File: config.mk
export PLATFORM = sky130hd
export DESIGN_NAME = demux2_4_buf
export DESIGN_NICKNAME = d
export VERILOG_FILES = /design/src/rtl/demux2_4_buf.sv
export SDC_FILE = /design/constraint.sdc
export NUM_CORES = 1
export LEC_CHECK = 0
export CORE_MARGIN = 2
export CORE_UTILIZATION = 55
export DETAILED_ROUTE_END_ITERATION = 8
export DONT_BUFFER_PORTS = 1
export PLACE_DENSITY = 0.69
export SETUP_SLACK_MARGIN = 0.02
export SLEW_MARGIN = 15
export SYNTH_ARGS = -nofsm -noshare
export SYNTH_HDL_FRONTEND = slang
export SYNTH_SLANG_ARGS = --single-unit
File: constraint.sdc
create_clock -name clk -period 1.5 [get_ports clk]
set_input_delay 0.375 -clock clk [delete_from_list [all_inputs] [get_ports clk]]
set_output_delay 0.375 -clock clk [all_outputs]
set_load 0.01 [all_outputs]
File: src/rtl/demux2_4_buf.sv
// 1-to-2 demultiplexer with a single-word valid/ready buffer on each output
// port and a free-running delivered-word counter per port.
module demux2_4_buf #(
  parameter int WIDTH = 4,
  parameter int CNT_W = 8
) (
  input  logic             clk,
  input  logic             reset,
  input  logic [WIDTH-1:0] in_data,
  input  logic             in_sel,
  input  logic             in_valid,
  output logic             in_ready,
  output logic [WIDTH-1:0] a_data,
  output logic             a_valid,
  input  logic             a_ready,
  output logic [WIDTH-1:0] b_data,
  output logic             b_valid,
  input  logic             b_ready,
  output logic [CNT_W-1:0] a_count,
  output logic [CNT_W-1:0] b_count
);

  typedef enum logic {
    EMPTY = 1'b0,
    FULL  = 1'b1
  } buf_state_t;

  buf_state_t a_state;
  buf_state_t b_state;

  logic a_out_xfer;
  logic b_out_xfer;
  logic a_in_xfer;
  logic b_in_xfer;

  assign a_valid = (a_state == FULL);
  assign b_valid = (b_state == FULL);

  assign a_out_xfer = a_valid & a_ready;
  assign b_out_xfer = b_valid & b_ready;

  // A full buffer can still accept when it is draining this same cycle.
  assign in_ready = in_sel ? (~b_valid | b_ready) : (~a_valid | a_ready);

  assign a_in_xfer = in_valid & in_ready & ~in_sel;
  assign b_in_xfer = in_valid & in_ready &  in_sel;

  always_ff @(posedge clk) begin
    if (reset) begin
      a_state <= EMPTY;
      a_data  <= '0;
      a_count <= '0;
    end else begin
      case (a_state)
        EMPTY: begin
          if (a_in_xfer) begin
            a_state <= FULL;
            a_data  <= in_data;
          end
        end
        FULL: begin
          if (a_in_xfer) begin
            a_data <= in_data;
          end else if (a_out_xfer) begin
            a_state <= EMPTY;
          end
        end
        default: a_state <= EMPTY;
      endcase
      if (a_out_xfer) begin
        a_count <= a_count + CNT_W'(1);
      end
    end
  end

  always_ff @(posedge clk) begin
    if (reset) begin
      b_state <= EMPTY;
      b_data  <= '0;
      b_count <= '0;
    end else begin
      case (b_state)
        EMPTY: begin
          if (b_in_xfer) begin
            b_state <= FULL;
            b_data  <= in_data;
          end
        end
        FULL: begin
          if (b_in_xfer) begin
            b_data <= in_data;
          end else if (b_out_xfer) begin
            b_state <= EMPTY;
          end
        end
        default: b_state <= EMPTY;
      endcase
      if (b_out_xfer) begin
        b_count <= b_count + CNT_W'(1);
      end
    end
  end

endmodule

Word-level counts from Yosys, hierarchy flattened
Index checks and enable logic that the tools add are counted.
{"block": "word_totals", "register_bits": 26, "in_bits": 10, "out_inout_bits": 27, "elab_cells": 29}
{"block": "classes", "addsub": 2, "muxes": 11, "bitwise": 10}
{"op": "$add 8x1->8 const B", "count": 2}
{"op": "$mux 4", "count": 2}
{"op": "$mux 1", "count": 7}
{"op": "$and 1x1->1", "count": 5}
{"op": "$pmux 1 s2", "count": 2}
{"op": "$not 1->1", "count": 3}
{"op": "$or 1x1->1", "count": 2}

Depth between registers and ports, before layout
{"block": "depth", "depth_word": 7, "ltp_mapped": 4}

Worst setup path before layout
OpenSTA, ideal clock, no wires.
{"block": "synth_path", "path_kind": "register -> register", "start": "register a_state, in the netlist a_valid", "end": "register a_count[7]", "t_arrival_ps": 1233, "required_ps": 1430, "slack_ps": 197, "stages_incl_launch_ff": 4, "synth_period_minus_slack_ps": 1303, "cell_sequence": "dfxtp_1 nand4_2 or4_1 a21oi_1"}
{"block": "synth_between", "elab_chain_len": 1}
{"element": "start: declaration", "line_no": "28", "text": "buf_state_t a_state;"}
{"element": "start signal: assignment", "line_no": "50", "text": "a_state <= EMPTY;"}
{"element": "start signal: assignment", "line_no": "57", "text": "a_state <= FULL;"}
{"element": "start signal: assignment", "line_no": "65", "text": "a_state <= EMPTY;"}
{"element": "$and 1x1->1", "line_no": "39", "text": "assign a_out_xfer = a_valid & a_ready;"}
{"element": "end signal: assignment", "line_no": "71", "text": "a_count <= a_count + CNT_W'(1);"}
{"element": "end: declaration", "line_no": "19", "text": "output logic [CNT_W-1:0] a_count,"}
Every way passes these cells.
A chain may end at the register's enable or synchronous reset.

Final worst setup path
{"block": "layout_path", "start": "register b_state, in the netlist b_valid", "end": "output in_ready"}
{"block": "layout_between", "elab_chain_len": 3}
{"element": "start: declaration", "line_no": "29", "text": "buf_state_t b_state;"}
{"element": "start signal: assignment", "line_no": "78", "text": "b_state <= EMPTY;"}
{"element": "start signal: assignment", "line_no": "85", "text": "b_state <= FULL;"}
{"element": "start signal: assignment", "line_no": "93", "text": "b_state <= EMPTY;"}
{"element": "$not 1->1"}
{"element": "$or 1x1->1", "line_no": "43", "text": "assign in_ready = in_sel ? (~b_valid | b_ready) : (~a_valid | a_ready);"}
{"element": "$mux 1", "line_no": "43"}
{"element": "end: declaration", "line_no": "12", "text": "output logic in_ready,"}
Every way passes these cells.

==> reports/metrics.yaml <==
syn_nets: 141
syn_avg_cell_area_um2: 8.55
drive_gt1_share_pct: 12.8
fmax_mhz: 687
grt_usage_pct: 19.5
min_to: "a_count[1]"
postCtsSetupBuffers: 0
synth_fa_ha_area_share_pct: 2.27
synth-compound-area-share_pct: 19.5
wl_met2_mm: 1.07
setup_viol: 0
fin_worst_hold_slack_ps: 95.4
p_clk_share_pct: 30.8
p_comb_share_pct: 5.0
switchingPower_w: 0.000248
critical_path_class: "flip-flop to output pin"
insertion_delay_ps: 320
cp_max_fo: 5
grt_pass1_wl_mm: 3.64
r2r-start: "a_count[1]"
drtIter0Drc: 10
synth-edff-count: 0
clock_tree.root_cell: "clkbuf_4"
met1_length_um: 946
diodes: 0
synth.area.mux_share_pct: 0
instances_no_fill: 160
drv_cap: 0
reg2reg_to: "a_count[6]"
finClkSkew_ps: 4.47
ys_top_cells_by_area: "dfxtp_1, a21oi_1, o21ai_0"
met3_length_um: 141
worst_pin_slew_ps: 274
dieArea_mm2: 0.00238
synth_top_cell_by_area: "dfxtp_1"
syn_inst: 129
hold_depth: 1
synth_top_area_share_pct: 47.2
drc: 0
worst-r2r-setup-slack_ps: 190
top_layer: "met4"
cts_buffer_depth: 2
vias: 964
post_synth_and_or_nand_nor_area_fraction_pct: 25.2
ys_seq_area_share_pct: 47.2
cts_tree: "yes"
syn_area_mm2: 0.00110
vdd_drop_max_uv: 533
hpwl_mm: 1.60
fin_crit_sh_pct: 97.1
via_per_inst: 6.03
hp-class: "primary input to flip-flop"
drt_wl_total_mm: 2.19
relSlewSlack_pct: 81.7
drv_slew: 0
rsz0062_at_grt: "true"
internal_power_w: 0.000882
die_y_um: 48.8
worst_hold_startpoint: "reset"
outcome: "finished clean"
finalCriticalPeriod_ps: 1460
gp_congestion: 0.710
synthFlopType: "dfxtp_1"
yosysUniqueCellTypes: 20
cp.arrival_ps: 1080
post-synth-top-count-cell: "dfxtp_1"
cts_htree_levels: 1
fp.dieW_um: 48.8
path_clk_slew_ps: 140
antenna_left: 0
ioPinCount: 37
nNetsFinal: 146
cp_data_required_time_ps: 1120
numPortBuffers: 0
switching_share_pct: 21.9
hold_viol_final: 0
start_util_pct: 57.4
synthArstFlopShare_pct: 0
multi_input_area_um2: 573
routedWlPerCell_um: 13.7
cp-start-kind: "flip-flop"
cts_buffers: 3
synth_top_family_by_area: "simple AND/OR/NAND/NOR gates"
rows: 16
grt_overflow: 0
grt_max_degree: 27
seqPwrFrac_pct: 64.2
synthTopCellsByCount: "dfxtp_1, a21oi_1, o21ai_0"
ys_warn_count: 0
p_leak_nw: 0.394
dr.pass1.iters: 4
reg2regPathDepth: 4
grt_pass1_vias: 858
placed_area_mm2: 0.00115
n_fill_cell: 185
synth_xor_area_share_pct: 3.17
critPathCaptureType: "output pin"
yosys_register_bits: 26
cts.sinks: 26
dp_cells: 156
seqCellArea_um2: 526
coreArea_mm2: 0.00192
design_area_mm2: 0.00121
areaGrowthSynthToFinish_pct: 9.98
antenna_found_initial: 0
pwr_density_cell_mw_per_mm2: 931
worst max-delay path, cell delays in order, from the launching register on:
cell and delay [ps]:
dfxtp_2 370, and2b_2 240, a21oi_4 160
cell usage in the layout, fill, tap and decap left out:
cell      netlist  layout
nor2_1          5       5
nand4_1         8       8
or4_1           4       4
nand3_1        10      10
or3_1           6       6
inv_1           4       4
buf_4           0       4
a21oi_1        23      22
nand4_2         2       2
o31ai_1         4       4
nand2_1         7       7
xor2_1          2       2
nor2b_1         2       2
o21ai_0        14      14
clkbuf_4        0       3
and2b_2         0       1
ha_1            2       2
dfxtp_2         0       4
xnor2_1         2       2
or2b_1          1       1
a21oi_4         0       1
dfxtp_1        26      22
nand2b_4        0       1
clkbuf_8        0       1
nand2b_1        2       1
metal layers:
layer	global-route usage (%)	up-vias
li1	-	485
met1	22.1	450
met2	33.6	25
met3	6.13	4
met4	8.57	0
met5	0	-
timing repair:
item,CTS,global route
setup endpoints to repair,1,5
hold buffers,0,0
resized for setup,5,3
pin swaps,1,0
state kept, by name (all words and copies together) (netlist names):
| register | count |
|---|---|
| b_data | 4 |
| b_valid | 1 |
| a_data | 4 |
| a_valid | 1 |
| a_count | 8 |
| b_count | 8 |
how the worst max path moves through the flow:
stage               slack [ps]  cells after the start          to        from
floorplan                  200                      3  a_count[7]     a_valid
global placement           200                      3  a_count[7]  a_count[1]
detailed placement         130                      4  a_count[6]  a_count[1]
CTS                         20                      3    in_ready     a_valid
finish                      40                      2    in_ready     b_valid
global route               -10                      2    in_ready     b_valid
power by group through the flow:
stage          combinational (W)  clock, W  sequential (W)
2_1_floorplan          0.0000438         0        0.000742
3_3_place_gp           0.0000514         0        0.000739
3_5_place_dp           0.0000531         0        0.000740
4_1_cts                0.0000564  0.000369        0.000726
5_1_grt                0.0000634  0.000387        0.000728
6_report               0.0000559  0.000348        0.000725
metrics by stage:
stage	power, W	setup slack [ps]	setup TNS, ps	utilization (%)
final	0.00113	43.8	0	63.2
after floorplan	0.000786	197	0	-
after detailed placement	0.000793	134	0	60.0
after global placement	0.000791	205	0	60.0
after global routing	0.00118	-12.1	-12.1	63.2
after CTS	0.00115	23.4	0	63.0
area by class of cell:
| cell class | count | share of cell area [%] |
|---|---|---|
| Inverter | 4 | 1.24 |
| Tap cell | 27 | 2.78 |
| Timing Repair Buffer | 4 | 2.47 |
| Clock buffer | 4 | 2.99 |
| Sequential cell | 26 | 43.3 |
| Multi-Input combinational cell | 95 | 47.2 |
kinds of logic after synthesis:
logic type               count (synthesis)
AND/OR/NAND/NOR                         48
AO/OA/AOI/OAI                           41
flip-flops                              26
buffers and inverters                    8
XOR/XNOR                                 4
adder cells (fa/ha/maj)                  2
Power figures use the tool's default switching activity.
